===== src/rtl/anita3_trig_pkg.sv =====
// Shared types and constants for the ANITA-3 phi-sector coincidence trigger.
package anita3_trig_pkg;

  localparam int NUM_PHI_DEF = 16;
  localparam int STRETCH_W   = 8;   // holds STRETCH_LEN up to 255
  localparam int HOLDOFF_W   = 16;  // holds HOLDOFF_LEN up to 65535
  localparam int DROP_W      = 16;
  localparam int DEAD_W      = 32;

  typedef enum logic [1:0] {
    IDLE    = 2'd0,
    WAIT    = 2'd1,
    HOLDOFF = 2'd2
  } trig_state_t;

endpackage


===== src/rtl/anita3_phi_stretch.sv =====
// Per-sector hit conditioning: registers the L1 bit, detects its rising edge and
// stretches it to STRETCH_LEN cycles. A fresh edge while stretched restarts the window.
module anita3_phi_stretch
  import anita3_trig_pkg::*;
#(
  parameter int STRETCH_LEN = 4
) (
  input  logic clk250_i,
  input  logic rst_n_i,
  input  logic hit_i,
  output logic stretched_o
);

  logic                 r_cur;
  logic                 r_prev;
  logic [STRETCH_W-1:0] r_cnt;
  logic                 w_rise;

  assign w_rise = r_cur & ~r_prev;

  // Input register, edge history and reload-style stretch down-counter.
  always_ff @(posedge clk250_i or negedge rst_n_i) begin
    if (!rst_n_i) begin
      r_cur  <= 1'b0;
      r_prev <= 1'b0;
      r_cnt  <= '0;
    end else begin
      r_cur  <= hit_i;
      r_prev <= r_cur;
      if (w_rise)
        r_cnt <= STRETCH_W'(STRETCH_LEN);
      else if (r_cnt != '0)
        r_cnt <= r_cnt - 1'b1;
    end
  end

  assign stretched_o = (r_cnt != '0);

endmodule


===== src/rtl/anita3_phi_coincidence_trigger.sv =====
// Neighbouring-sector phi coincidence per polarisation, one trigger record per
// valid/ready handshake, then a programmable holdoff. Candidates lost while busy or
// disabled are counted in a saturating counter.
// Optional build macro DEADTIME_COUNT_EN adds deadtime_o (busy-cycle counter).
//
// state   | meaning
// IDLE    | armed, waiting for a coincidence candidate
// WAIT    | record presented, waiting for trig_ready_i
// HOLDOFF | record consumed, counting down HOLDOFF_LEN cycles
module anita3_phi_coincidence_trigger
  import anita3_trig_pkg::*;
#(
  parameter int NUM_PHI     = NUM_PHI_DEF,
  parameter int STRETCH_LEN = 4,
  parameter int HOLDOFF_LEN = 32
) (
  input  logic               clk250_i,
  input  logic               rst_n_i,
  input  logic               enable_i,
  input  logic [1:0]         pol_en_i,
  input  logic [NUM_PHI-1:0] V_pol_phi_i,
  input  logic [NUM_PHI-1:0] H_pol_phi_i,
  output logic               trig_valid_o,
  input  logic               trig_ready_i,
  output logic [NUM_PHI-1:0] trig_V_phi_o,
  output logic [NUM_PHI-1:0] trig_H_phi_o,
  output logic               busy_o,
  output logic [DROP_W-1:0]  dropped_o
`ifdef DEADTIME_COUNT_EN
  ,
  output logic [DEAD_W-1:0]  deadtime_o
`endif
);

  logic [NUM_PHI-1:0] w_sv, w_sh;
  logic [NUM_PHI-1:0] w_cv, w_ch;
  logic [NUM_PHI-1:0] r_cv, r_ch;
  logic               w_cand;

  trig_state_t          r_state, w_state_nxt;
  logic                 r_valid, w_valid_nxt;
  logic [NUM_PHI-1:0]   r_vphi, w_vphi_nxt;
  logic [NUM_PHI-1:0]   r_hphi, w_hphi_nxt;
  logic [HOLDOFF_W-1:0] r_hold_cnt, w_hold_nxt;
  logic [DROP_W-1:0]    r_dropped;
  logic                 w_busy;
  logic                 w_drop_inc;

  for (genvar g = 0; g < NUM_PHI; g++) begin : g_stretch
    anita3_phi_stretch #(.STRETCH_LEN(STRETCH_LEN)) u_str_v (
      .clk250_i    (clk250_i),
      .rst_n_i     (rst_n_i),
      .hit_i       (V_pol_phi_i[g]),
      .stretched_o (w_sv[g])
    );
    anita3_phi_stretch #(.STRETCH_LEN(STRETCH_LEN)) u_str_h (
      .clk250_i    (clk250_i),
      .rst_n_i     (rst_n_i),
      .hit_i       (H_pol_phi_i[g]),
      .stretched_o (w_sh[g])
    );
  end

  // Sector coincides when it and at least one ring neighbour are stretched.
  always_comb begin
    w_cv = '0;
    w_ch = '0;
    for (int j = 0; j < NUM_PHI; j++) begin
      w_cv[j] = w_sv[j] & (w_sv[(j + NUM_PHI - 1) % NUM_PHI] | w_sv[(j + 1) % NUM_PHI]);
      w_ch[j] = w_sh[j] & (w_sh[(j + NUM_PHI - 1) % NUM_PHI] | w_sh[(j + 1) % NUM_PHI]);
    end
    if (!pol_en_i[0]) w_cv = '0;
    if (!pol_en_i[1]) w_ch = '0;
  end

  // Coincidence register stage.
  always_ff @(posedge clk250_i or negedge rst_n_i) begin
    if (!rst_n_i) begin
      r_cv <= '0;
      r_ch <= '0;
    end else begin
      r_cv <= w_cv;
      r_ch <= w_ch;
    end
  end

  assign w_cand     = (|r_cv) | (|r_ch);
  assign w_busy     = (r_state != IDLE);
  assign w_drop_inc = w_cand & (w_busy | ~enable_i);

  // Next-state and record logic.
  always_comb begin
    w_state_nxt = r_state;
    w_valid_nxt = r_valid;
    w_vphi_nxt  = r_vphi;
    w_hphi_nxt  = r_hphi;
    w_hold_nxt  = r_hold_cnt;
    unique case (r_state)
      IDLE: begin
        if (w_cand && enable_i) begin
          w_state_nxt = WAIT;
          w_valid_nxt = 1'b1;
          w_vphi_nxt  = r_cv;
          w_hphi_nxt  = r_ch;
        end
      end
      WAIT: begin
        if (trig_ready_i) begin
          w_valid_nxt = 1'b0;
          w_vphi_nxt  = '0;
          w_hphi_nxt  = '0;
          if (HOLDOFF_LEN == 0) begin
            w_state_nxt = IDLE;
          end else begin
            w_state_nxt = HOLDOFF;
            w_hold_nxt  = HOLDOFF_W'(HOLDOFF_LEN);
          end
        end
      end
      HOLDOFF: begin
        if (r_hold_cnt <= HOLDOFF_W'(1)) begin
          w_state_nxt = IDLE;
          w_hold_nxt  = '0;
        end else begin
          w_hold_nxt  = r_hold_cnt - 1'b1;
        end
      end
      default: begin
        w_state_nxt = IDLE;
        w_valid_nxt = 1'b0;
        w_vphi_nxt  = '0;
        w_hphi_nxt  = '0;
        w_hold_nxt  = '0;
      end
    endcase
  end

  // State, record and saturating drop counter registers.
  always_ff @(posedge clk250_i or negedge rst_n_i) begin
    if (!rst_n_i) begin
      r_state    <= IDLE;
      r_valid    <= 1'b0;
      r_vphi     <= '0;
      r_hphi     <= '0;
      r_hold_cnt <= '0;
      r_dropped  <= '0;
    end else begin
      r_state    <= w_state_nxt;
      r_valid    <= w_valid_nxt;
      r_vphi     <= w_vphi_nxt;
      r_hphi     <= w_hphi_nxt;
      r_hold_cnt <= w_hold_nxt;
      if (w_drop_inc && (r_dropped != {DROP_W{1'b1}}))
        r_dropped <= r_dropped + 1'b1;
    end
  end

`ifdef DEADTIME_COUNT_EN
  logic [DEAD_W-1:0] r_dead;

  // Saturating count of busy cycles.
  always_ff @(posedge clk250_i or negedge rst_n_i) begin
    if (!rst_n_i)
      r_dead <= '0;
    else if (w_busy && (r_dead != {DEAD_W{1'b1}}))
      r_dead <= r_dead + 1'b1;
  end

  assign deadtime_o = r_dead;
`endif

  assign trig_valid_o = r_valid;
  assign trig_V_phi_o = r_vphi;
  assign trig_H_phi_o = r_hphi;
  assign busy_o       = w_busy;
  assign dropped_o    = r_dropped;

endmodule


===== config.mk =====
export PLATFORM = sky130hd
export DESIGN_NAME = anita3_phi_coincidence_trigger
export DESIGN_NICKNAME = d
export VERILOG_FILES = /design/src/rtl/anita3_trig_pkg.sv /design/src/rtl/anita3_phi_stretch.sv /design/src/rtl/anita3_phi_coincidence_trigger.sv
export SDC_FILE = /design/constraint.sdc
export NUM_CORES = 1
export LEC_CHECK = 0
export ABC_AREA = 1
export CORE_ASPECT_RATIO = 1.2
export CORE_MARGIN = 1.5
export CORE_UTILIZATION = 45
export CTS_CLUSTER_DIAMETER = 60
export CTS_CLUSTER_SIZE = 40
export DETAILED_ROUTE_END_ITERATION = 6
export SLEW_MARGIN = 10
export SYNTH_ARGS = -nofsm -noshare
export SYNTH_HDL_FRONTEND = slang
export SYNTH_SLANG_ARGS = --single-unit

===== constraint.sdc =====
create_clock -name clk250_i -period 2.2 [get_ports clk250_i]
set_input_delay 0.55 -clock clk250_i [delete_from_list [all_inputs] [get_ports clk250_i]]
set_output_delay 0.55 -clock clk250_i [all_outputs]
set_load 0.01 [all_outputs]

After elaboration in Yosys (flattened, before gate mapping)
Cells that the tools add are included.

Input bits: 38. Register bits after elaboration: 419. Word-level logic and storage cells: 433. Output and inout port bits: 50.

Reductions and logical operators: 73. Muxes and demuxes: 81. $add $sub $neg: 34. Magnitude comparators: 1. Equality and inequality tests: 6. Bitwise operators: 134.

Operators by type and width (count): $mux 8 (64); $reduce_bool 8->1 (32); $sub 8x1->8 const B (32); $pmux 16 s3 (3); $mux 16 (7); $reduce_bool 2->1 (33); $and 1x1->1 (65); $not 1->1 (35); $or 1x1->1 (34); $reduce_or 16->1 (2); $add 16x1->16 const B (1); $le 16x1->1 const B (1); $ne 16x16->1 const B (1); $sub 16x1->16 const B (1); $mux 2 (3); $ne 2x2->1 const B (3); $pmux 2 s3 (1); $reduce_and 3->1 (2); $pmux 1 s3 (1); $eq 2x1->1 const B (1); $eq 2x2->1 const B (1); $logic_and 1x1->1 (2); $logic_not 2->1 (1); $mux 1 (2); $reduce_and 2->1 (1).

Longest topological paths before layout
Word-level depth: 5. Gate-level depth with buffers: 14. Depth with buffers taken out: 13.

Hierarchy
A second synthesis with hierarchy kept.

Cell total of the unflattened synthesis: 2710. Area total of the unflattened synthesis: 22620.4 um^2.

Modules (own cells, without submodules): anita3_phi_stretch (instances 32, cells each 68, seq. area each 250.2 um^2, area each 564.3 um^2); anita3_phi_coincidence_trigger (instances 1, cells each 534, seq. area each 2477.4 um^2, area each 4563.1 um^2).

Worst setup path after synthesis
No wires, ideal clock.

Kind: register to register. Start point: register r_state[0]. End point: register r_hold_cnt[12]. Arrival time: 1.660 ns. Required time: 2.137 ns. Path slack: 0.477 ns. Library setup time: 0.063 ns. Path buffers: 1. Stages on the path, launching flop included: 14. Clock period less this slack: 1.723 ns. Cell sequence: dfrtp_1 inv_1 ha_1 buf_2 inv_2 nand2_2 inv_2 nand2_2 nor2_2 nand2_1 nor2_1 xor2_1 nand2_1 inv_1.

Cells in the longest elaborated chain, start to end: 3. Elaborated cells on any way between the ends: 7. Those cells by class: eq/ne: 3; mux: 1; bitwise: 1; reduce/logical: 2.

RTL lines: start: declaration (RTL line anita3_phi_coincidence_trigger.sv:40) `trig_state_t r_state, w_state_nxt;`; start signal: assignment (RTL line anita3_phi_coincidence_trigger.sv:148) `r_state <= w_state_nxt;`; $eq 2x1->1 or $logic_not 2->1 (tied branches) (RTL line anita3_phi_coincidence_trigger.sv:98) `unique case (r_state)`; $ne 2x2->1 (no line) or $not 1->1 (tied branches); $reduce_and 2->1 (no line); end signal: assignment (RTL line anita3_phi_coincidence_trigger.sv:152) `r_hold_cnt <= w_hold_nxt;`; end: declaration (RTL line anita3_phi_coincidence_trigger.sv:44) `logic [HOLDOFF_W-1:0] r_hold_cnt, w_hold_nxt;`.

Parallel ways exist; a longest one is shown, timed or not. A chain may end at the register's enable or synchronous reset.

Worst setup path in the final report
Start point: register r_dropped[15] (netlist: dropped_o[15]). End point: output dropped_o[15].

RTL lines: start: declaration (RTL line anita3_phi_coincidence_trigger.sv:45) `logic [DROP_W-1:0] r_dropped;`; start signal: assignment (RTL line anita3_phi_coincidence_trigger.sv:154) `r_dropped <= r_dropped + 1'b1;`; end: declaration (RTL line anita3_phi_coincidence_trigger.sv:28) `output logic [DROP_W-1:0] dropped_o`.

No word-level cell between the ends.

==> results.txt <==
----------------------------------------------------
[Worst setup path]
  CP peak stage delay ... 0.57 ns
  CP delay by family, top ... buffers and inverters
  Data arrival time of the worst path ... 1.57 ns
  Sort of element at the end of the critical path ... output pin
  Top fanout value on the critical path ... 5
  Cell-by-cell trace of the critical path ... clkdlybuf4s50_1
  Buffering stage count on the worst path with inverters included ... 1
  Setup CP Type ... register to output pin
  Critical path's slowest cell ... sky130_fd_sc_hd__clkdlybuf4s50_1
  WP data required ... 1.65 ns
  Startpoint kind of the worst setup timing path ... register

[Global route]
  Maximum number of pins on one net before global-route repair ... 76
  Overflow left after global routing ... 0
  Wire length of the first global-routing pass ... 68140 um
  Via count of the first global-routing pass ... 14750
  Total routing usage reported by global routing ... 18.55%
  Number of antenna violations at the first check in global routing ... 0

[Pwr]
  Part of the power in combinational logic ... 37.0%
  Cell area power density ... 1339 nW/um^2
  Internal power ... 0.01864 W
  Leakage ... 10.90 nW
  Fraction of power spent switching nets ... 38.44%
  Seq pwr share ... 40.1%
  Total design power ... 0.03028 W
  Max rail drop VDD ... 0.001022 V
  Fraction of power consumed by the clock network ... 23.0%
  Net switching power ... 0.01164 W

[Finish]
  Number of antenna cells inserted ... 0
  Layout fillers ... 3980
  Count of nets after finishing ... 2542
  Regs by FF count ... g_stretch.u_str_h.r_cnt x128, g_stretch.u_str_v.r_cnt x128
  Final core area utilization ... 52.84%
  Area growth from synthesis to layout ... 16.10%
  Layout Cell Area excl Fill ... 22610 um^2
  Post-Layout Cell Count ... 3013
  Fraction of layout cells with a size suffix above 1 ... 4.917%

[Floorplan]
  DIE HEIGHT ... 230.9 um
  Floorplan core area ... 42790 um^2
  Row cnt ... 83
  Initial Util ... 45.51%
  Die width ... 192.9 um
  Full die area ... 44540 um^2
  I/O pins ... 88

[STA]
  Setup repair after global routing missed its margin ... false
  Minimum period implied by the final worst setup slack ... 2.120 ns
  Final TNS setup ... 0 ns
  Final count of negative-setup-slack endpoints ... 0
  Headroom to the max-slew limit ... 61.05%
  Worst-Margin Slew ... 0.5820 ns
  Total count of hold-check failures in the final report ... 0
  Fin Clk Skew ... 0.01472 ns
  Ratio of final minimum period to clock period ... 96.36%
  Maximum operating frequency ... 471.7 MHz
  Number of pins exceeding their max-slew limit in the final report ... 0

[Detailed routing]
  Via count ... 15040
  DR WL/cell ... 13.11 um
  Number of search-and-repair iterations in the first detailed-routing pass ... 5
  Total Routed Length ... 39490 um
  Via-per-instance ratio ... 4.993
  Residual DRC ... 0
  Iteration-0 DRC count of the detailed router ... 666
  Post-detailed-route count of antenna-violating nets ... 0

[Logic synthesis]
  Seq cells post-synth ... 419
  Synth Flop Type ... sky130_fd_sc_hd__dfrtp_1
  Share of flip-flops with an asynchronous set or reset after synthesis ... 100.0%
  Nets in the synthesized netlist ... 2395
  Count of synthesis-stage warnings from yosys ... 0
  Cell count after synthesis ... 2291
  Avg Synthesized Cell Area ... 8.500 um^2
  Number of flops mapped to enable cells by yosys ... 0
  Summed instance area of the synthesized netlist ... 19470 um^2
  Distinct cells, synth ... 41
  Sequential element share of the synthesized area ... 53.84%

[Clock network]
  TritonCTS Sinks ... 419
  Clk slew on worst S/H paths ... 0.09 ns
  Max Buffers Root-to-Sink ... 3
  Number of H-tree levels ... 2
  Number of CTS-inserted buffers ... 35
  Cell chosen for the clock root ... sky130_fd_sc_hd__clkbuf_16
  Worst-Skew Late Latency ... 0.56 ns
  Clock tree from TritonCTS ... done

[Job]
  Total of max-cap violations ... 0

[Status]
  Run status ... completed

[Min path]
  Class of the tightest hold or removal check ... register to register

[Placement]
  Cell area after placement ... 21320 um^2
  Cell Count Post-Placement ... 2950
  Final Wtd Congestion ... 0.9004
  Buffers added on ports ... 87
  Placed wire-length estimate after detailed placement ... 28910 um

----------------------------------------------------
[placed cells by master, fill, tap and decap left out, types with 3 or more instances in the layout]
cell / n
sky130_fd_sc_hd__o31ai_1: 4
sky130_fd_sc_hd__nor2_1: 351
sky130_fd_sc_hd__ha_1: 65
sky130_fd_sc_hd__a211oi_1: 18
sky130_fd_sc_hd__buf_4: 27
sky130_fd_sc_hd__clkdlybuf4s50_1: 85
sky130_fd_sc_hd__nor4_1: 8
sky130_fd_sc_hd__xor2_1: 36
sky130_fd_sc_hd__buf_12: 8
sky130_fd_sc_hd__inv_6: 7
sky130_fd_sc_hd__nor3b_1: 4
sky130_fd_sc_hd__inv_8: 3
sky130_fd_sc_hd__or2_2: 5
sky130_fd_sc_hd__o21ai_0: 210
sky130_fd_sc_hd__o211ai_1: 25
sky130_fd_sc_hd__nand2_2: 4
sky130_fd_sc_hd__nand4_1: 25
sky130_fd_sc_hd__o22ai_1: 9
sky130_fd_sc_hd__bufinv_16: 7
sky130_fd_sc_hd__nor3_1: 60
sky130_fd_sc_hd__o21bai_1: 3
sky130_fd_sc_hd__inv_1: 373
sky130_fd_sc_hd__clkbuf_16: 35
sky130_fd_sc_hd__o21a_1: 5
sky130_fd_sc_hd__dfrtp_1: 415
sky130_fd_sc_hd__dfrtp_2: 4
sky130_fd_sc_hd__nand2_1: 353
sky130_fd_sc_hd__nand3_1: 140
sky130_fd_sc_hd__xnor2_1: 13
sky130_fd_sc_hd__clkinv_2: 3
sky130_fd_sc_hd__nand3b_1: 4
sky130_fd_sc_hd__a21oi_1: 123
[Yosys cell counts (5+ instances only)]
cell type	n	area, um^2
sky130_fd_sc_hd__a211oi_1	18	135.1
sky130_fd_sc_hd__a21oi_1	123	615.6
sky130_fd_sc_hd__clkbuf_1	5	18.77
sky130_fd_sc_hd__dfrtp_1	419	10490
sky130_fd_sc_hd__ha_1	66	825.8
sky130_fd_sc_hd__inv_1	373	1400
sky130_fd_sc_hd__nand2_1	354	1329
sky130_fd_sc_hd__nand3_1	140	700.7
sky130_fd_sc_hd__nand4_1	25	156.4
sky130_fd_sc_hd__nor2_1	351	1318
sky130_fd_sc_hd__nor3_1	60	300.3
sky130_fd_sc_hd__nor4_1	8	50.05
sky130_fd_sc_hd__o211ai_1	25	187.7
sky130_fd_sc_hd__o21a_1	5	37.54
sky130_fd_sc_hd__o21ai_0	210	1051
sky130_fd_sc_hd__o22ai_1	9	56.30
sky130_fd_sc_hd__or2_2	5	31.28
sky130_fd_sc_hd__xnor2_1	13	113.9
sky130_fd_sc_hd__xor2_1	36	315.3
[logic make-up after synthesis]
group                      share of synthesized area, %
xor gates and xnor gates                          2.204
adders and majority gates                         4.241
DFF                                               53.84
buffers and inverters                             7.678
AOI/OAI and AO/OA                                 11.07
and+or+nand+nor                                   20.97
[through the flow]
| stage | hold WS (ns) | setup WS [ns] |
|---|---|---|
| global placement | 0.3565 | 0.1227 |
| finish | 0.3686 | 0.08008 |
| detailed placement | 0.3590 | 0.07477 |
| CTS | 0.3716 | 0.01315 |
| global route | 0.3768 | 0.002795 |
| floorplan | 0.2544 | 0.4773 |
[final cells by class]
| type | count | area [um^2] | share of cell area, % |
|---|---|---|---|
| clock buffer | 37 | 903.4 | 3.996 |
| multi-input combinational | 1481 | 7498 | 33.17 |
| timing repair buffer | 124 | 1259 | 5.567 |
| clock inverter | 23 | 352.8 | 1.561 |
| sequential | 419 | 10490 | 46.40 |
| tap | 552 | 690.7 | 3.055 |
| inverter | 377 | 1415 | 6.259 |
[power groups by stage]
stage / sequential (W) / clock [W] / combinational [W]
6_report: 0.0121 / 0.00695 / 0.0112
5_1_grt: 0.0125 / 0.00749 / 0.0131
4_1_cts: 0.0121 / 0.00721 / 0.0113
3_5_place_dp: 0.0123 / 0 / 0.0112
3_3_place_gp: 0.0122 / 0 / 0.0109
2_1_floorplan: 0.0119 / 0 / 0.00818
[timing repair]
item	CTS	global route
setup buffers	0	2
endpoints found under the hold margin	19	0
gates resized for setup	4	3
hold buffers	1	0
endpoints found under the setup margin	4	12
[path summary, 6_finish.rpt]
path	cells past startpoint	endpoint	from	slack, ns
min	0	g_stretch[13].u_str_h.r_prev	g_stretch[13].u_str_h.r_cur	0.37
max in group asynchronous	3	g_stretch[13].u_str_h.r_cur	rst_n_i	0.95
min reg2reg	0	g_stretch[13].u_str_h.r_prev	g_stretch[13].u_str_h.r_cur	0.37
max reg2reg	9	dropped_o[2]	dropped_o[0]	0.30
max	1	dropped_o[15]	dropped_o[15]	0.08
min in group asynchronous	2	g_stretch[9].u_str_h.r_prev	rst_n_i	0.45
[routing by layer]
| layer | part of all wire [%] | vias up | GRT usage [%] | wire length (um) |
|---|---|---|---|---|
| li1 | - | 7664 | - | - |
| met3 | 3.7 | 62 | 3.071 | 1480 |
| met1 | 47 | 7131 | 24.30 | 18370 |
| met2 | 48 | 186 | 31.15 | 18760 |
| met5 | 0 | - | 0 | 0 |
| met4 | 2.2 | 0 | 6.034 | 877 |
(Power assumes the default switching activity.)
